File: config.mk
export PLATFORM = sky130hd
export DESIGN_NAME = tagger_edge_generator_flat
export DESIGN_NICKNAME = d
export VERILOG_FILES = /design/src/rtl/tagger_edge_generator_if.sv /design/src/rtl/tagger_edge_generator.sv /design/src/flat_wrapper.sv
export SDC_FILE = /design/constraint.sdc
export NUM_CORES = 1
export LEC_CHECK = 0
export ABC_AREA = 1
export CAP_MARGIN = 10
export CORE_ASPECT_RATIO = 1.1
export CORE_MARGIN = 4
export CORE_UTILIZATION = 30
export DETAILED_ROUTE_END_ITERATION = 8
export SLEW_MARGIN = 10
export SYNTH_ARGS = -nofsm -noshare
export SYNTH_HDL_FRONTEND = slang
export SYNTH_SLANG_ARGS = --single-unit
File: constraint.sdc
create_clock -name clk -period 4.5 [get_ports clk]
set_input_delay 0.675 -clock clk [delete_from_list [all_inputs] [get_ports clk]]
set_output_delay 0.675 -clock clk [all_outputs]
set_load 0.005 [all_outputs]
File: src/rtl/tagger_edge_generator_if.sv
// tagger_edge_generator_if
//   Request channel into the edge generator. The producer schedules one
//   line edge per transfer: the coarse slot, the sample index inside that
//   slot and the line level from that sample onward.
//   req_valid / req_ready : valid/ready handshake, accepted when both high
//   req_time              : coarse slot of the edge (TIME_BITS)
//   req_subtime           : sample index within the slot (BITS)
//   req_level             : line level from the edge onward
interface tagger_edge_generator_if #(
  parameter int BITS      = 3,
  parameter int TIME_BITS = 16
);
  logic                 req_valid;
  logic                 req_ready;
  logic [TIME_BITS-1:0] req_time;
  logic [BITS-1:0]      req_subtime;
  logic                 req_level;

  modport master (output req_valid, req_time, req_subtime, req_level,
                  input  req_ready);
  modport slave  (input  req_valid, req_time, req_subtime, req_level,
                  output req_ready);
endinterface

File: src/rtl/tagger_edge_generator.sv
// tagger_edge_generator
//   Queues scheduled edge requests and, at the scheduled coarse slot, emits
//   one serializer word of N = 1<<BITS samples (bit 0 earliest).
//   Ports:
//     clk, rst_n   : clock, asynchronous active-low reset
//     req          : request channel (slave side of tagger_edge_generator_if)
//     time_now     : free-running coarse counter
//     samples      : sample word for the slot before time_now
//     line_level   : level at the end of the current word
//     late         : one-cycle pulse, head request missed its slot
//     fifo_count   : queue occupancy
//   Build option: define TAGGER_EDGE_GEN_LATE_APPLY_EN to apply a late head
//   at subtime 0 of the current slot; otherwise a late head is dropped.

// One sample lane: takes the new level at or after the edge subtime.
module tagger_edge_gen_lane #(
  parameter int BITS = 3,
  parameter int LANE = 0
) (
  input  logic [BITS-1:0] subtime,
  input  logic            edge_level,
  input  logic            prev_level,
  output logic            sample
);
  localparam logic [BITS:0] LANE_IDX = LANE[BITS:0];
  assign sample = ({1'b0, subtime} <= LANE_IDX) ? edge_level : prev_level;
endmodule

module tagger_edge_generator #(
  parameter int BITS       = 3,
  parameter int TIME_BITS  = 16,
  parameter int DEPTH_LOG2 = 3
) (
  input  logic                  clk,
  input  logic                  rst_n,
  tagger_edge_generator_if.slave req,
  output logic [TIME_BITS-1:0]  time_now,
  output logic [(1<<BITS)-1:0]  samples,
  output logic                  line_level,
  output logic                  late,
  output logic [DEPTH_LOG2:0]   fifo_count
);
  localparam int N     = 1 << BITS;
  localparam int DEPTH = 1 << DEPTH_LOG2;
  localparam logic [DEPTH_LOG2:0]   FULL_CNT = {1'b1, {DEPTH_LOG2{1'b0}}};
  localparam logic [DEPTH_LOG2:0]   CNT_ONE  = {{DEPTH_LOG2{1'b0}}, 1'b1};
  localparam logic [DEPTH_LOG2-1:0] PTR_ONE  = {{(DEPTH_LOG2-1){1'b0}}, 1'b1};
  localparam logic [TIME_BITS-1:0]  TIME_ONE = {{(TIME_BITS-1){1'b0}}, 1'b1};

  typedef struct packed {
    logic [TIME_BITS-1:0] t;
    logic [BITS-1:0]      sub;
    logic                 lvl;
  } entry_t;

  entry_t                  mem_q [DEPTH];
  logic [DEPTH_LOG2-1:0]   wr_ptr_q, wr_ptr_d, rd_ptr_q, rd_ptr_d;
  logic [DEPTH_LOG2:0]     count_q, count_d;
  logic                    push_q, push_d;
  logic [TIME_BITS-1:0]    time_q, time_d;
  logic [N-1:0]            samples_q, samples_d;
  logic                    line_q, line_d;
  logic                    late_q, late_d;

  entry_t                  head;
  logic                    head_vld;
  logic [TIME_BITS-1:0]    dt;
  logic                    push, pop, apply_now, is_late;
  logic [N-1:0]            edge_word;

  assign req.req_ready = (count_q != FULL_CNT);
  assign push          = req.req_valid && req.req_ready;

  // The entry written on the previous edge is held back one cycle, so a
  // lone freshly pushed entry is not yet visible at the head.
  assign head     = mem_q[rd_ptr_q];
  assign head_vld = (count_q != '0) && !(count_q == CNT_ONE && push_q);
  assign dt       = head.t - time_q;
  assign apply_now = head_vld && (dt == '0);
  // MSB set means the head lies in the past half of the wrapping timeline.
  assign is_late   = head_vld && dt[TIME_BITS-1];
  assign pop       = apply_now || is_late;

  for (genvar i = 0; i < N; i++) begin : g_lane
    tagger_edge_gen_lane #(.BITS(BITS), .LANE(i)) u_lane (
      .subtime    (head.sub),
      .edge_level (head.lvl),
      .prev_level (line_q),
      .sample     (edge_word[i])
    );
  end

  always_comb begin
    time_d    = time_q + TIME_ONE;
    samples_d = {N{line_q}};
    line_d    = line_q;
    late_d    = is_late;
    push_d    = push;
    wr_ptr_d  = push ? wr_ptr_q + PTR_ONE : wr_ptr_q;
    rd_ptr_d  = pop  ? rd_ptr_q + PTR_ONE : rd_ptr_q;
    count_d   = count_q;
    if (push && !pop) count_d = count_q + CNT_ONE;
    if (!push && pop) count_d = count_q - CNT_ONE;
    if (apply_now) begin
      samples_d = edge_word;
      line_d    = head.lvl;
    end
`ifdef TAGGER_EDGE_GEN_LATE_APPLY_EN
    if (is_late) begin
      samples_d = {N{head.lvl}};
      line_d    = head.lvl;
    end
`endif
  end

  always_ff @(posedge clk or negedge rst_n) begin
    if (!rst_n) begin
      time_q    <= '0;
      samples_q <= '0;
      line_q    <= 1'b0;
      late_q    <= 1'b0;
      count_q   <= '0;
      wr_ptr_q  <= '0;
      rd_ptr_q  <= '0;
      push_q    <= 1'b0;
    end else begin
      time_q    <= time_d;
      samples_q <= samples_d;
      line_q    <= line_d;
      late_q    <= late_d;
      count_q   <= count_d;
      wr_ptr_q  <= wr_ptr_d;
      rd_ptr_q  <= rd_ptr_d;
      push_q    <= push_d;
    end
  end

  // Storage needs no reset: occupancy and pointers define what is valid.
  always_ff @(posedge clk) begin
    if (push) mem_q[wr_ptr_q] <= '{t: req.req_time, sub: req.req_subtime, lvl: req.req_level};
  end

  assign time_now   = time_q;
  assign samples    = samples_q;
  assign line_level = line_q;
  assign late       = late_q;
  assign fifo_count = count_q;
endmodule

File: src/flat_wrapper.sv
// flat-port wrapper written by rule: the top's interface ports become plain ports
module tagger_edge_generator_flat 
#(
  parameter int BITS       = 3,
  parameter int TIME_BITS  = 16,
  parameter int DEPTH_LOG2 = 3
)
  (clk, rst_n, time_now, samples, line_level, late, fifo_count, req_req_valid, req_req_time, req_req_subtime, req_req_level, req_req_ready);
  tagger_edge_generator_if #(.BITS(BITS), .TIME_BITS(TIME_BITS)) req_i ();
  input  logic clk;
  input  logic rst_n;
  output logic [TIME_BITS-1:0] time_now;
  output logic [(1<<BITS)-1:0] samples;
  output logic line_level;
  output logic late;
  output logic [DEPTH_LOG2:0] fifo_count;
  input wire logic [$bits(req_i.req_valid)-1:0] req_req_valid;
  input wire logic [$bits(req_i.req_time)-1:0] req_req_time;
  input wire logic [$bits(req_i.req_subtime)-1:0] req_req_subtime;
  input wire logic [$bits(req_i.req_level)-1:0] req_req_level;
  output wire logic [$bits(req_i.req_ready)-1:0] req_req_ready;
  assign req_i.req_valid = req_req_valid;
  assign req_i.req_time = req_req_time;
  assign req_i.req_subtime = req_req_subtime;
  assign req_i.req_level = req_req_level;
  assign req_req_ready = req_i.req_ready;
  tagger_edge_generator #(.BITS(BITS), .TIME_BITS(TIME_BITS), .DEPTH_LOG2(DEPTH_LOG2)) u_core (.clk(clk), .rst_n(rst_n), .req(req_i), .time_now(time_now), .samples(samples), .line_level(line_level), .late(late), .fifo_count(fifo_count));
endmodule
## Word-level counts from Yosys, hierarchy flattened

Memory sizes are Yosys's and may differ from the RTL's.
Index checks and enable logic that the tools add are counted.

- Add/sub/neg operators: 6
- $lt $le $gt $ge: 7
- Equality and inequality tests: 2
- Mux-type cells: 12
- Reduce and logical (&&, ||, !) cells: 14

Operators by type and width:

| cell | number |
|---|---|
| $add 16x1->16 const B | 1 |
| $logic_not 16->1 | 1 |
| $sub 16x16->16 | 1 |
| $le 3x3->1 const B | 3 |
| $mux 1 | 9 |
| $mux 4 | 2 |
| $mux 8 | 1 |
| $logic_and 1x1->1 | 7 |
| $add 3x1->3 const B | 2 |
| $le 3x1->1 const B | 2 |
| $le 3x2->1 const B | 2 |
| $add 4x1->4 const B | 1 |
| $eq 4x1->1 const B | 1 |
| $ne 4x4->1 const B | 1 |
| $reduce_bool 4->1 | 1 |
| $sub 4x1->4 const B | 1 |
| $logic_not 1->1 | 3 |
| $reduce_bool 2->1 | 1 |
| $logic_or 1x1->1 | 1 |

- Flip-flop bits (word level): 37
- RAM bits: 160
- Input bits: 23
- Output and inout bits: 31
- Logic and storage cells: 50
- Memories: 1

Memories:

| memory | words | width | rd ports | clocked after memory_dff | wr ports | RTL line | RTL |
|---|---|---|---|---|---|---|---|
| u_core.mem_q | 8 | 20 | 1 | 0 | 1 | tagger_edge_generator.sv:56 | `entry_t mem_q [DEPTH];` |

## Logic depth before layout (Yosys ltp)

- Word-level depth: 10
- Gate-level depth with buffers: 27
- Depth with buffers taken out: 24

## Cells and area by module

A second synthesis with hierarchy kept.

- Cells, all modules: 886
- Area, all modules: 9013.6 µm²

Modules (own cells, without submodules):

| module | times used | cells an instance | area an instance (µm²) | seq. area each (µm²) |
|---|---|---|---|---|
| tagger_edge_generator | 1 | 850 | 8861.0 | 5730.5 |
| tagger_edge_gen_lane (u_core.g_lane[1].u_lane ...) | 2 | 4 | 16.3 | 0.0 |
| tagger_edge_gen_lane (u_core.g_lane[4].u_lane) | 1 | 7 | 28.8 | 0.0 |
| tagger_edge_gen_lane (u_core.g_lane[0].u_lane) | 1 | 6 | 26.3 | 0.0 |
| tagger_edge_gen_lane (u_core.g_lane[2].u_lane) | 1 | 6 | 23.8 | 0.0 |
| tagger_edge_gen_lane (u_core.g_lane[6].u_lane) | 1 | 4 | 18.8 | 0.0 |
| tagger_edge_gen_lane (u_core.g_lane[3].u_lane) | 1 | 4 | 15.0 | 0.0 |
| tagger_edge_gen_lane (u_core.g_lane[7].u_lane) | 1 | 1 | 7.5 | 0.0 |

## Worst setup path after synthesis

Ideal clock, no wire load.

- Path kind: register to register
- Start point: register u_core.rd_ptr_q[0]
- End point: register u_core.count_q[3] (netlist: u_core.fifo_count[3])
- Setup time: 0.118 ns
- Data arrival time: 3.453 ns
- Data required time: 4.382 ns
- Slack: 0.929 ns
- Cell stages (with the launch flop): 24
- Buffers on the path: 3
- Period minus slack after synthesis: 3.571 ns
- Path through: dfrtp_1 > buf_4 > clkbuf_1 > buf_1 > o21ai_0 > o22ai_1 > nor2_1 > a31oi_1 > ha_1 > or2_4 > nand3_2 > nand2_2 > nand2_1 > nand2_1 > nor2_1 > nand3_1 > nor2_1 > nand3_2 > nand2_2 > ha_1 > a21oi_1 > o21ai_0 > xor2_1 > inv_1

- Longest elaborated chain between the ends: 8
- Elaborated cells on any way between the ends: 11
- Classes of those cells: 1 x add/sub; 1 x mux; 8 x reduce/logical; 1 x memory

RTL lines:

| element | RTL line | RTL |
|---|---|---|
| start, declared | tagger_edge_generator.sv:57 | `logic [DEPTH_LOG2-1:0] wr_ptr_q, wr_ptr_d, rd_ptr_q, rd_ptr_d;` |
| start signal, assigned | tagger_edge_generator.sv:133 | `rd_ptr_q <= rd_ptr_d;` |
| $mem_v2 8x20 (*) | -- |  |
| $sub 16x16->16 (*) | tagger_edge_generator.sv:78 | `assign dt = head.t - time_q;` |
| $logic_not 16->1 | tagger_edge_generator.sv:79 | `assign apply_now = head_vld && (dt == '0);` |
| $logic_and 1x1->1 | tagger_edge_generator.sv:79 |  |
| $logic_or 1x1->1 (*) | tagger_edge_generator.sv:82 | `assign pop = apply_now \|\| is_late;` |
| $logic_not 1->1 | tagger_edge_generator.sv:102 | `if (push && !pop) count_d = count_q + CNT_ONE;` |
| $logic_and 1x1->1 | tagger_edge_generator.sv:102 |  |
| $reduce_bool 2->1 (no source line) | -- |  |
| end signal, assigned | tagger_edge_generator.sv:131 | `count_q <= count_d;` |
| end, declared | tagger_edge_generator.sv:58 | `logic [DEPTH_LOG2:0] count_q, count_d;` |

Every way passes the cells marked *; elsewhere a longest branch is shown, timed or not.
A chain may end at the register's enable or synchronous reset.

## Worst setup path in the final report

Same ends and word-level chain as after synthesis.

==> results.cfg <==
[synthesis]
syn_nets = 951
synth_edf_count = 160
ys_warn_count = 0
netlist_area_sq_um = 9140
synth_top_cells_by_area = edfxtp_1 (53%), dfrtp_1 (10%), nor2_1 (6.6%)
synth_top_area_share_pct = 52.6
ys_async_sr_fraction_pct = 18.8
syn_inst = 906
synth_common_cells = nor2_1 (161), edfxtp_1 (160), nand2_1 (160)
synth_seq_cells = 197
syn_avg_cell_area_sq_um = 10.1
synth.distinct_cells = 37
synthFlopType = edfxtp_1
synth-seq-area-share_pct = 62.7
synth_largest_area_cell = edfxtp_1
synth_most_common_cell = nor2_1

[timing]
fin_hold_ws_ps = 362
layout_min_cycle_time_ps = 3960
clock_skew_ps = 14.2
fin_crit_sh_pct = 87.9
max_slew_margin_pct = 40.6
rsz0062_at_grt = no
final_hold_viol_count = 0
slew_viol_final = 0
setup_viol = 0
tns_ps = 0
worst_slack_ps = 542
worst_pin_slew_ps = 892
max_clock_freq_mhz = 253

[final_layout]
antenna_cells = 0
fill_cells = 2931
fin_util_pct = 36.5
drive_gt1_share_pct = 9.19
synthToLayoutAreaGrowth_pct = 19.2
fin_nets = 1011

[worst_setup_path]
crit_slowest_cell = dfrtp_2
worstPathRequired_ps = 4820
end_kind = flip-flop
cp_max_fo = 25
path_class = reg2reg
cp-start-kind = flip-flop
crit_top_cell = nand2_1
path_cells = inv_2, buf_4, o21ai_0, o22ai_1, nor2_1, a31oi_1, ha_1, nand2_1, inv_1, nand2_1, nand2_1, a21oi_1, a21o_1, nand2_1, nor2_1, nand3_2, nand2_2, ha_1, a21oi_1, o21ai_0, xor2_1, inv_1
critPathMaxStageDelay_ps = 430
cp.arrival_ps = 4280

[placed_design]
detailed_place_hpwl_mm = 14.0
port_buffers = 53
place.gp.congestion = 0.835
dp_slack_ps = 586

[die]
rows = 66
start_util_pct = 30.7
fp.dieArea_sq_um = 33300
fp.dieW_um = 174
ios = 54
coreArea_sq_um = 29800
die_h_um = 191

[global_route]
grtUsageTotal_pct = 12.9
grt_pass1_vias = 6353
grt_max_degree = 83
grt_overflow = 0
antenna_found_initial = 1
grt_pass1_wl_mm = 33.7

[routing]
viasPerCell = 4.59
vias = 6368
drcViolationCount = 0
drtIter0Drc = 511
postRouteWirelength_mm = 21.1
routedWlPerCell_um = 15.2
postRouteAntennaNets = 0
first_pass_iters = 5

[run_status]
status = finished, final reports clean

[clock_tree]
cts.path.max_buffers = 2
cts_made_buffers = 17
cts_tree = built
clkLatencyLatePin_ps = 430
htree_levels = 4
cts_hold_buf = 0
clk_pin_slew_ps = 70
clock_tree.root_cell = clkbuf_16
cts_sinks = 197
cts_resized = 0
post_cts_buffers = 0

[run]
drv_cap = 0

[power_and_ir_drop]
vdd_drop_max_v = 0.000394
leakagePower_nw = 4.26
power.density_nw_per_um2 = 700

[min_path]
hold_class = in2async
## registers in the layout, indices dropped and copies added (netlist names), 3 cells and up
| name | cells |
|---|---|
| u_core.fifo_count | 4 |
| u_core.mem_q | 160 |
| u_core.rd_ptr_q | 3 |
| u_core.samples | 8 |
| u_core.time_now | 16 |
| u_core.wr_ptr_q | 3 |
## final timing paths
path / endpoint / start / cells after the start / slack (ps)
setup / recovery: u_core.fifo_count[3] / u_core.rd_ptr_q[0] / 22 / 540
hold / removal: u_core.wr_ptr_q[0] / rst_n / 1 / 360
setup reg to reg: u_core.fifo_count[3] / u_core.rd_ptr_q[0] / 22 / 540
hold reg to reg: u_core.time_now[14] / u_core.time_now[14] / 1 / 490
max in group asynchronous: u_core.rd_ptr_q[0] / rst_n / 1 / 3540
min in group clk: u_core.time_now[14] / u_core.time_now[14] / 1 / 490
## area by class of cell
type	count	area [sq um]	area share [%]
Sequential cell	197	5730	52.6
Multi-Input combinational cell	590	2970	27.3
Inverter	87	327	3.00
Timing Repair Buffer	73	726	6.66
Tap cell	408	510	4.69
Clock buffer	26	558	5.12
Clock inverter	6	73.8	0.678
## metal layers
layer	track usage [%]	vias up	wire, um
met5	0	-	20
met2	22.4	131	10500
li1	-	3197	-
met3	3.22	34	973
met4	4.63	2	466
met1	15.4	3004	9090
## cell families (layout without fill, tap and decap cells)
kind of cell / count (synthesis) / count (layout) / synth area share, %
compound gates: 137 / 137 / 8.31
fa+ha+maj: 22 / 22 / 3.01
simple gates: 413 / 413 / 19.2
flops: 197 / 197 / 62.7
buf+inv: 119 / 192 / 5.12
xor+xnor: 18 / 18 / 1.72
## worst max-delay path, delay by kind of cell, from the launching register on
kind	cells	cell delay, ps
DFF	1	430
AOI/OAI and AO/OA	7	1110
and+or+nand+nor	8	810
adders and majority gates	2	660
buffers and inverters	4	700
xor gates and xnor gates	1	140
## layout by cell type (no fill, tap or decap), drive strengths merged, types with 2 or more instances in the layout
cell	Yosys	final
nor2	163	163
clkbuf	18	26
o221ai	3	3
nand3	53	53
a31oi	15	15
buf	14	21
nand3b	3	3
nor3	7	7
or2	2	2
nand2	169	169
o21ai	84	84
and2	2	2
a21oi	13	13
inv	87	92
xnor2	2	2
edfxtp	160	160
ha	22	22
o22ai	20	20
nand4	13	13
dfrtp	37	37
xor2	16	16
clkdlybuf4s50	0	52
## power by group
part           internal, mW  switching [mW]
sequential             2.26          0.0865
clock                 0.929           0.652
combinational          1.24            2.46
## metrics by stage
stage                     power (mW)  std cells  cell area, sq um
final                           7.62       1387             10900
after global routing            8.27       1387             10900
after CTS                       7.69       1387             10900
after detailed placement        6.09       1355             10300
after global placement          6.05       1355             10300
after floorplan                 5.01        906              9140
Power figures use the tool's default switching activity.
